**src/rtl/clock_set_ctrl_if.sv**
```systemverilog
// Button, running-time and load/status bundle between the time-setting controller and its neighbours.
// No storage in the interface itself; the timing is set by whichever module drives each signal.
// No handshake: the buttons are single-cycle pulses and time_ow is a plain strobe.
interface clock_set_ctrl_if;
  // debounced one-cycle button pulses
  logic        btn_mode;
  logic        btn_inc;
  logic        btn_dec;
  logic        btn_cancel;

  // BCD running time from the clock datapath
  logic [3:0]  cur_hr_10s;
  logic [3:0]  cur_hr_1s;
  logic [3:0]  cur_min_10s;
  logic [3:0]  cur_min_1s;
  logic [3:0]  cur_sec_10s;
  logic [3:0]  cur_sec_1s;

  // overwrite port to the clock and status to the display mux
  logic        time_ow;
  logic [16:0] time_in;
  logic [1:0]  edit_field;
  logic        setting;
  logic        blink;

  // controller side
  modport slave (
    input  btn_mode, btn_inc, btn_dec, btn_cancel,
    input  cur_hr_10s, cur_hr_1s, cur_min_10s, cur_min_1s, cur_sec_10s, cur_sec_1s,
    output time_ow, time_in, edit_field, setting, blink
  );

  // environment side (buttons, clock datapath, display)
  modport master (
    output btn_mode, btn_inc, btn_dec, btn_cancel,
    output cur_hr_10s, cur_hr_1s, cur_min_10s, cur_min_1s, cur_sec_10s, cur_sec_1s,
    input  time_ow, time_in, edit_field, setting, blink
  );
endinterface

```
**src/rtl/clock_set_ctrl.sv**
```systemverilog
// Button-driven time-setting FSM: capture the running time, edit hr/min/sec, commit via time_ow/time_in.
// Button effects land on the next edge; commit loads time_in at LOAD entry, then time_ow is high for OW_CYCLES.
// No backpressure: every button pulse is acted on or dropped in its own cycle (all ignored in LOAD).
module clock_set_ctrl #(
  parameter int CLK_FREQ    = 50_000_000,
  parameter int TIMEOUT_SEC = 30,
  parameter int OW_CYCLES   = 4
) (
  input  logic            clk,
  input  logic            rst_n,
  clock_set_ctrl_if.slave bus
);

  // Inactivity timeout: counts TIMEOUT_SEC*CLK_FREQ cycles, aborts on the edge after the last count.
  localparam int TO_CYCLES = (TIMEOUT_SEC * CLK_FREQ < 2) ? 2 : TIMEOUT_SEC * CLK_FREQ;
  localparam int TO_W      = $clog2(TO_CYCLES);
  localparam logic [TO_W-1:0] TO_MAX = TO_W'(TO_CYCLES - 1);

  // Blink half-period: CLK_FREQ/4 cycles gives a 2 Hz blink.
  localparam int BL_HALF = (CLK_FREQ / 4 < 2) ? 2 : CLK_FREQ / 4;
  localparam int BL_W    = $clog2(BL_HALF);
  localparam logic [BL_W-1:0] BL_MAX = BL_W'(BL_HALF - 1);

  // Overwrite strobe length; at least one cycle.
  localparam int OW_N  = (OW_CYCLES < 1) ? 1 : OW_CYCLES;
  localparam int OW_W  = $clog2(OW_N + 1);
  localparam logic [OW_W-1:0] OW_MAX = OW_W'(OW_N);

  // FSM encoding
  localparam logic [2:0] ST_IDLE    = 3'd0;
  localparam logic [2:0] ST_SET_HR  = 3'd1;
  localparam logic [2:0] ST_SET_MIN = 3'd2;
  localparam logic [2:0] ST_SET_SEC = 3'd3;
  localparam logic [2:0] ST_LOAD    = 3'd4;

  logic [2:0]      state;
  logic [2:0]      nxt_state;
  logic [4:0]      hr;
  logic [5:0]      min;
  logic [5:0]      sec;
  logic [TO_W-1:0] to_cnt;
  logic [BL_W-1:0] bl_cnt;
  logic [OW_W-1:0] ow_cnt;
  logic            blink_q;
  logic            time_ow_q;
  logic [16:0]     time_in_q;

  logic            in_set;
  logic            nxt_in_set;
  logic            btn_any;
  logic            up;
  logic            dn;
  logic            edit_en;
  logic            to_expire;
  logic [7:0]      cap_hr_raw;
  logic [7:0]      cap_min_raw;
  logic [7:0]      cap_sec_raw;
  logic [4:0]      cap_hr;
  logic [5:0]      cap_min;
  logic [5:0]      cap_sec;
  logic [5:0]      hr_step;
  logic [5:0]      min_step;
  logic [5:0]      sec_step;

  // One-step wrap-around adjust; inc and dec together cancel out.
  function automatic logic [5:0] step(input logic [5:0] v, input logic [5:0] top,
                                      input logic inc, input logic dec);
    logic [5:0] r;
    r = v;
    if (inc && !dec) begin
      r = (v >= top) ? 6'd0 : v + 6'd1;
    end else if (dec && !inc) begin
      r = (v == 6'd0 || v > top) ? top : v - 6'd1;
    end
    return r;
  endfunction

  // BCD-to-binary capture with out-of-range values forced to zero.
  always_comb begin
    cap_hr_raw  = {4'd0, bus.cur_hr_10s}  * 8'd10 + {4'd0, bus.cur_hr_1s};
    cap_min_raw = {4'd0, bus.cur_min_10s} * 8'd10 + {4'd0, bus.cur_min_1s};
    cap_sec_raw = {4'd0, bus.cur_sec_10s} * 8'd10 + {4'd0, bus.cur_sec_1s};
    cap_hr      = (cap_hr_raw  > 8'd23) ? 5'd0 : cap_hr_raw[4:0];
    cap_min     = (cap_min_raw > 8'd59) ? 6'd0 : cap_min_raw[5:0];
    cap_sec     = (cap_sec_raw > 8'd59) ? 6'd0 : cap_sec_raw[5:0];
  end

  // Candidate field values after an inc/dec in the active field.
  always_comb begin
    up       = bus.btn_inc;
    dn       = bus.btn_dec;
    hr_step  = step({1'b0, hr}, 6'd23, up, dn);
    min_step = step(min, 6'd59, up, dn);
    sec_step = step(sec, 6'd59, up, dn);
  end

  // Next-state decode: cancel beats mode beats inc/dec; timeout only when no button is pressed.
  always_comb begin
    in_set    = (state == ST_SET_HR) || (state == ST_SET_MIN) || (state == ST_SET_SEC);
    btn_any   = bus.btn_mode | bus.btn_inc | bus.btn_dec | bus.btn_cancel;
    edit_en   = in_set && !bus.btn_cancel && !bus.btn_mode && (bus.btn_inc || bus.btn_dec);
    to_expire = in_set && !btn_any && (to_cnt == TO_MAX);
    nxt_state = state;
    case (state)
      ST_IDLE: begin
        if (bus.btn_mode) nxt_state = ST_SET_HR;
      end
      ST_SET_HR, ST_SET_MIN, ST_SET_SEC: begin
        if (bus.btn_cancel) begin
          nxt_state = ST_IDLE;
        end else if (bus.btn_mode) begin
          case (state)
            ST_SET_HR:  nxt_state = ST_SET_MIN;
            ST_SET_MIN: nxt_state = ST_SET_SEC;
            default:    nxt_state = ST_LOAD;
          endcase
        end else if (to_expire) begin
          nxt_state = ST_IDLE;
        end
      end
      ST_LOAD: begin
        if (ow_cnt == OW_MAX) nxt_state = ST_IDLE;
      end
      default: nxt_state = ST_IDLE;
    endcase
    nxt_in_set = (nxt_state == ST_SET_HR) || (nxt_state == ST_SET_MIN) ||
                 (nxt_state == ST_SET_SEC);
  end

  // State register.
  always_ff @(posedge clk) begin
    if (!rst_n) state <= ST_IDLE;
    else        state <= nxt_state;
  end

  // Edit registers: captured once on edit start, then touched only by inc/dec of the active field.
  always_ff @(posedge clk) begin
    if (!rst_n) begin
      hr  <= 5'd0;
      min <= 6'd0;
      sec <= 6'd0;
    end else if (state == ST_IDLE && bus.btn_mode) begin
      hr  <= cap_hr;
      min <= cap_min;
      sec <= cap_sec;
    end else if (edit_en) begin
      case (state)
        ST_SET_HR:  hr  <= hr_step[4:0];
        ST_SET_MIN: min <= min_step;
        default:    sec <= sec_step;
      endcase
    end
  end

  // Inactivity counter: restarted by edit entry and by any button while editing.
  always_ff @(posedge clk) begin
    if (!rst_n) begin
      to_cnt <= '0;
    end else if (!in_set || btn_any || to_expire) begin
      to_cnt <= '0;
    end else begin
      to_cnt <= to_cnt + 1'b1;
    end
  end

  // Commit: time_in loads on LOAD entry, time_ow rises one edge later so time_in is settled first.
  always_ff @(posedge clk) begin
    if (!rst_n) begin
      time_in_q <= 17'd0;
      time_ow_q <= 1'b0;
      ow_cnt    <= '0;
    end else if (state != ST_LOAD) begin
      time_ow_q <= 1'b0;
      ow_cnt    <= '0;
      if (nxt_state == ST_LOAD) time_in_q <= {hr, min, sec};
    end else if (ow_cnt == OW_MAX) begin
      time_ow_q <= 1'b0;
      ow_cnt    <= '0;
    end else begin
      time_ow_q <= 1'b1;
      ow_cnt    <= ow_cnt + 1'b1;
    end
  end

  // Blink: forced on at field entry and after each edit, free-running toggle while editing, off otherwise.
  always_ff @(posedge clk) begin
    if (!rst_n) begin
      blink_q <= 1'b0;
      bl_cnt  <= '0;
    end else if (!nxt_in_set) begin
      blink_q <= 1'b0;
      bl_cnt  <= '0;
    end else if (nxt_state != state || edit_en) begin
      blink_q <= 1'b1;
      bl_cnt  <= '0;
    end else if (bl_cnt == BL_MAX) begin
      blink_q <= ~blink_q;
      bl_cnt  <= '0;
    end else begin
      bl_cnt  <= bl_cnt + 1'b1;
    end
  end

  // Status and load outputs; edit_field decodes straight from the state register.
  always_comb begin
    case (state)
      ST_SET_HR:  bus.edit_field = 2'd1;
      ST_SET_MIN: bus.edit_field = 2'd2;
      ST_SET_SEC: bus.edit_field = 2'd3;
      default:    bus.edit_field = 2'd0;
    endcase
    bus.setting = in_set;
    bus.blink   = blink_q;
    bus.time_ow = time_ow_q;
    bus.time_in = time_in_q;
  end

endmodule

```
**src/flat_wrapper.sv**
```systemverilog
// flat-port wrapper written by rule: the top's interface ports become plain ports
module clock_set_ctrl_flat 
#(
  parameter int CLK_FREQ    = 50_000_000,
  parameter int TIMEOUT_SEC = 30,
  parameter int OW_CYCLES   = 4
)
  (clk, rst_n, bus_btn_mode, bus_btn_inc, bus_btn_dec, bus_btn_cancel, bus_cur_hr_10s, bus_cur_hr_1s, bus_cur_min_10s, bus_cur_min_1s, bus_cur_sec_10s, bus_cur_sec_1s, bus_time_ow, bus_time_in, bus_edit_field, bus_setting, bus_blink);
  clock_set_ctrl_if bus_i ();
  input  logic clk;
  input  logic rst_n;
  input wire logic [$bits(bus_i.btn_mode)-1:0] bus_btn_mode;
  input wire logic [$bits(bus_i.btn_inc)-1:0] bus_btn_inc;
  input wire logic [$bits(bus_i.btn_dec)-1:0] bus_btn_dec;
  input wire logic [$bits(bus_i.btn_cancel)-1:0] bus_btn_cancel;
  input wire logic [$bits(bus_i.cur_hr_10s)-1:0] bus_cur_hr_10s;
  input wire logic [$bits(bus_i.cur_hr_1s)-1:0] bus_cur_hr_1s;
  input wire logic [$bits(bus_i.cur_min_10s)-1:0] bus_cur_min_10s;
  input wire logic [$bits(bus_i.cur_min_1s)-1:0] bus_cur_min_1s;
  input wire logic [$bits(bus_i.cur_sec_10s)-1:0] bus_cur_sec_10s;
  input wire logic [$bits(bus_i.cur_sec_1s)-1:0] bus_cur_sec_1s;
  output wire logic [$bits(bus_i.time_ow)-1:0] bus_time_ow;
  output wire logic [$bits(bus_i.time_in)-1:0] bus_time_in;
  output wire logic [$bits(bus_i.edit_field)-1:0] bus_edit_field;
  output wire logic [$bits(bus_i.setting)-1:0] bus_setting;
  output wire logic [$bits(bus_i.blink)-1:0] bus_blink;
  assign bus_i.btn_mode = bus_btn_mode;
  assign bus_i.btn_inc = bus_btn_inc;
  assign bus_i.btn_dec = bus_btn_dec;
  assign bus_i.btn_cancel = bus_btn_cancel;
  assign bus_i.cur_hr_10s = bus_cur_hr_10s;
  assign bus_i.cur_hr_1s = bus_cur_hr_1s;
  assign bus_i.cur_min_10s = bus_cur_min_10s;
  assign bus_i.cur_min_1s = bus_cur_min_1s;
  assign bus_i.cur_sec_10s = bus_cur_sec_10s;
  assign bus_i.cur_sec_1s = bus_cur_sec_1s;
  assign bus_time_ow = bus_i.time_ow;
  assign bus_time_in = bus_i.time_in;
  assign bus_edit_field = bus_i.edit_field;
  assign bus_setting = bus_i.setting;
  assign bus_blink = bus_i.blink;
  clock_set_ctrl #(.CLK_FREQ(CLK_FREQ), .TIMEOUT_SEC(TIMEOUT_SEC), .OW_CYCLES(OW_CYCLES)) u_core (.clk(clk), .rst_n(rst_n), .bus(bus_i));
endmodule
```
**config.mk**
```make
export PLATFORM = sky130hd
export DESIGN_NAME = clock_set_ctrl_flat
export DESIGN_NICKNAME = d
export VERILOG_FILES = /design/src/rtl/clock_set_ctrl_if.sv /design/src/rtl/clock_set_ctrl.sv /design/src/flat_wrapper.sv
export SDC_FILE = /design/constraint.sdc
export NUM_CORES = 1
export LEC_CHECK = 0
export BUFFER_PORTS_ARGS = -buffer_cell sky130_fd_sc_hd__buf_2
export CORE_MARGIN = 2
export CORE_UTILIZATION = 61
export DETAILED_ROUTE_END_ITERATION = 10
export PLACE_DENSITY = 0.81
export SLEW_MARGIN = 10
export SYNTH_ARGS = -nofsm -noshare
export SYNTH_HDL_FRONTEND = slang
export SYNTH_SLANG_ARGS = --single-unit
```
**constraint.sdc**
```tcl
create_clock -name clk -period 2.96 [get_ports clk]
set_input_delay 0.296 -clock clk [delete_from_list [all_inputs] [get_ports clk]]
set_output_delay 0.296 -clock clk [all_outputs]
set_load 0.02 [all_outputs]
```
# == Word-level counts from Yosys, hierarchy flattened ==
# Index checks and enable logic that the tools add are counted.
# totals
reg_bits,97
output_inout_bits,22
elab_cells,134
# classes
n_addsub,12
multipliers,3
magnitude_cmp,9
eq_ne,14
n_mux,35
n_bitwise,6
reduce_logical,45
# ops
operator,n
two-way mux 6 bit,16
two-way mux 5 bit,8
adder 31 x 1 -> 31 bit (second input constant),1
== test 31 bit (second input constant),1
adder 24 x 1 -> 24 bit (second input constant),1
adder 8 x 4 -> 8 bit,3
== test 24 bit (second input constant),1
multiplier 4 x 3 -> 7 bit (second input constant),3
greater-than comparator 8 x 6 -> 1 bit (second input constant),2
two-way mux 3 bit,5
adder 6 x 1 -> 6 bit (second input constant),2
== test 3 x 2 -> 1 bit (second input constant),4
greater-or-equal comparator 6 bit (second input constant),2
greater-than comparator 6 bit (second input constant),2
logical NOT 6 bit,2
subtractor 6 x 1 -> 6 bit (second input constant),2
logical OR 1 bit,11
== test 3 bit (second input constant),3
case mux 3 bit (3 select lines),1
AND reduction 3 bit,3
greater-than comparator 8 x 5 -> 1 bit (second input constant),1
logical AND 1 bit,8
nonzero test 2 bit,4
== test 3 x 1 -> 1 bit (second input constant),2
21 further kinds,36

# == Logic depth before layout (Yosys ltp) ==
# depth
word_depth,15
depth_mapped,9
depth_no_buf,9

# == Least setup slack after synthesis ==
# Ideal clock, no wire load.
# synth_path
kind,in2reg
start,input bus_cur_min_10s[1]
end,register u_core.min[1]
setup_time_ns,0.074
arrival_ns,2.615
required_ns,2.886
setup_slack_ns,0.271
path_stages,9
path_cell_list,ha_1 ha_1 fa_1 a21bo_1 a211oi_1 maj3_1 o21a_1 or3b_1 a31oi_1
# synth_between
elab_chain_len,5
# synth_rtl
element,line,text
from (decl),flat_wrapper.sv:18,input wire logic [$bits(bus_i.cur_min_10s)-1:0] bus_cur_min_10s;
multiplier 4 x 3 -> 7 bit,clock_set_ctrl.sv:81,"cap_min_raw = {4'd0, bus.cur_min_10s} * 8'd10 + {4'd0, bus.cur_min_1s};"
adder 8 x 4 -> 8 bit,clock_set_ctrl.sv:81,
greater-than comparator 8 x 6 -> 1 bit,clock_set_ctrl.sv:84,cap_min = (cap_min_raw > 8'd59) ? 6'd0 : cap_min_raw[5:0];
two-way mux 6 bit,clock_set_ctrl.sv:84,
two-way mux 6 bit,clock_set_ctrl.sv:142,end else if (state == ST_IDLE && bus.btn_mode) begin
to (signal assigned),clock_set_ctrl.sv:144,min <= cap_min;
to (signal assigned),clock_set_ctrl.sv:149,ST_SET_MIN: min <= min_step;
to (decl),clock_set_ctrl.sv:39,logic [5:0] min;
# Every way passes these cells.
# A chain may end at the register's enable or synchronous reset.

# == Final worst setup path ==
# layout_path
start,input bus_cur_min_10s[1]
end,register u_core.min[0]
# The elaborated chain is that of the path after synthesis.

==> metrics.md <==
| Metric | Value |
|---|---|
| Post-synth top area cell | `dfxtp_1` |
| Total power | `2850 uW` |
| RePlAce Congestion | `0.953` |
| CTS root buf | `clkbuf_8` |
| Clk buf depth | `2` |
| Initial Util | `62.5%` |
| Number of distinct library cells after synthesis | `69` |
| Largest net degree at the start of global routing | `32` |
| Period utilization | `86.5%` |
| TritonCTS buffer count | `9` |
| GR Util met3 | `5.45%` |
| Die Y | `104 um` |
| Setup TNS | `0 ns` |
| CTS tree | `built` |
| DP Cell Count | `911` |
| First-pass GRT wire length | `23400 um` |
| CTS H-tree lvls | `3` |
| CTS clk-pin slew, worst paths | `0.10 ns` |
| Max-Cap Viols | `0` |
| DR vias | `5515` |
| Synthesized flop and latch total | `97` |
| Gr busiest metal | `met2` |
| Final net count | `858` |
| Worst Tran Pin Value | `0.812 ns` |
| Setup violators final | `0` |
| Mapped Avg Cell Area | `8.01 um2` |
| Final Hold Violating Endpoints | `0` |
| Placed cell areas | `6370 um2` |
| HP Class | `in -> reg` |
| Post-route insts no fill | `927` |
| Antenna diodes | `0` |
| Die Width | `104 um` |
| Gr ovfl total | `0` |
| Core Box Area | `9730 um2` |
| Post-synth ARST share | `0%` |
| Post-CTS Resized | `0` |
| Fin. max-slew vios | `0` |
| Top cells by count, synth | `97 x dfxtp_1, 97 x nor2_1, 87 x nand2_1` |
| Required @ worst endpoint | `3.27 ns` |
| RSZ-0062 raised after global routing | `no` |
| Share of layout cells above drive strength 1 | `11.8%` |
| Relative slew slack | `45.8%` |
| Post-CTS setup buffers | `0` |
| GR Util met1 | `31.8%` |
| Initial antenna violation count | `0` |
| Clock skew | `0.00956 ns` |
| Leakage power | `0.00241 uW` |
| Gate Count Post-Synth | `759` |
| Clock sinks | `97` |
| Drt drc | `0` |
| Worst Path Arrival | `2.87 ns` |
| Peak VDD IR | `0.329 mV` |
| Syn Std Cell Area | `6080 um2` |
| Vias in the first global route | `5322` |
| Die area | `10800 um2` |
| Detailed Route WL | `13500 um` |
| Finished Cell Area | `6600 um2` |
| Final ANT Viol Nets | `0` |
| Post-synthesis sequential area ratio | `31.9%` |
| Io pins | `52` |
| Final Critical Period | `2.56 ns` |
| Largest cells by area after synthesis | `dfxtp_1 32%, ha_1 6.8%, nor2_1 6.0%` |
| Worst-skew pair later-pin latency | `0.39 ns` |
| DRT Pass-1 Iters | `5` |
| Syn_nets | `828` |
| Status | `completed` |
| Rows | `36` |
| Top cell type's share of synthesized area | `31.9%` |
| Layout area overhead | `8.49%` |
| CTS Hold Bufs | `0` |
| CP endpoint kind | `flop` |
| GR Layer Usage met2 | `44.7%` |
| Ys flop type | `dfxtp_1` |
| WL per Instance | `14.5 um` |
| GRT Total Usage | `25.5%` |
| IO Port Bufs | `51` |
| Iter 0 DRT Violations | `348` |
| Max frequency | `390 MHz` |
| Via-to-Cell Ratio | `5.95` |
| Critical path class | `in -> reg` |
| Post-synth EDFFs | `0` |
| Syn. warnings | `0` |
| CP max FO | `5` |
| Cell area power density | `431 nW/um2` |
| CP Launch Type | `primary input` |
| DP HPWL | `10000 um` |
layer usage:
layer	share of wire, %	vias up
met1	44	2632
met5	0	-
met4	0.99	0
met2	51	126
li1	-	2744
met3	3.9	13
placed cells by master (no fill, tap or decap), drive strengths merged, types with 4 or more instances in the layout:
cell,synthesis,layout
a21boi,20,20
a21o,7,7
a21oi,33,33
a31oi,9,9
and3,19,19
and4,5,5
buf,10,60
clkbuf,31,9
dfxtp,97,97
fa,6,6
ha,33,33
inv,17,19
nand2,88,88
nand2b,8,8
nand3,32,32
nand3b,6,6
nand4,19,19
nor2,98,98
nor2b,11,11
nor3,15,15
nor3b,4,4
nor4,8,8
o2111ai,5,5
o211ai,8,8
o21ai,37,37
o22ai,5,5
o31ai,4,4
or2,5,5
or3b,4,4
xnor2,37,37
xor2,35,35
kinds of logic (layout without fill, tap and decap cells):
family | Yosys count | count (layout) | share of synthesized area [%]
simple gates | 332 | 332 | 27.0
fa+ha+maj | 40 | 40 | 8.93
flops | 97 | 97 | 31.9
buf+inv | 58 | 93 | 4.30
compound gates | 159 | 159 | 17.3
mux | 1 | 1 | 0.165
xor+xnor | 72 | 72 | 10.4
registers in the layout (all words and copies together) (netlist names):
signal              flops
u_core.bus.time_ow      1
u_core.hr               5
u_core.state            3
u_core.min              6
u_core.bl_cnt          24
u_core.bus.blink        1
u_core.ow_cnt           3
u_core.sec              6
u_core.to_cnt          31
u_core.bus.time_in     17
worst paths after layout:
| path | start | end | slack (ns) | cells past startpoint |
|---|---|---|---|---|
| max | bus_cur_min_10s[1] | u_core.min[0]$_SDFFE_PN0P_ | 0.40 | 10 |
| min | bus_cur_hr_1s[0] | u_core.hr[0]$_SDFFE_PN0P_ | 0.18 | 3 |
| max reg2reg | u_core.to_cnt[14]$_SDFF_PP0_ | u_core.to_cnt[19]$_SDFF_PP0_ | 0.55 | 6 |
| min reg2reg | u_core.ow_cnt[0]$_SDFF_PP0_ | u_core.ow_cnt[0]$_SDFF_PP0_ | 0.46 | 1 |
worst max-delay path, cell delays in order:
cell	delay (ns)
buf_2	0.13
ha_1	0.31
ha_1	0.23
fa_1	0.50
a21bo_1	0.21
a211oi_1	0.06
maj3_1	0.35
o21a_1	0.22
or3b_1	0.39
a31oi_1	0.18
report_power, final:
part           internal, uW  leakage (uW)  switching, uW
clock network           417      0.000109            522
registers              1330      0.000784           56.7
logic                   224       0.00152            299
stage by stage:
stage	hold slack [ns]	utilization (%)	worst slack, ns
6_report	0.182	67.8	0.399
5_1_grt	0.173	67.8	0.286
4_1_cts	0.168	67.8	0.399
3_5_place_dp	0.437	65.5	-0.00589
3_3_place_gp	0.427	65.5	0.128
2_1_floorplan	0.417	-	0.271
cell type report:
| type | count | area, um2 |
|---|---|---|
| Inverter | 17 | 63.8 |
| Timing Repair Buffer | 60 | 323 |
| Multi-Input combinational cell | 604 | 3880 |
| Sequential cell | 97 | 1940 |
| Fill cell | 850 | 3130 |
| Clock buffer | 9 | 124 |
| Tap cell | 133 | 166 |
| Clock inverter | 7 | 101 |
No activity file was read; power rests on OpenSTA's default activity.
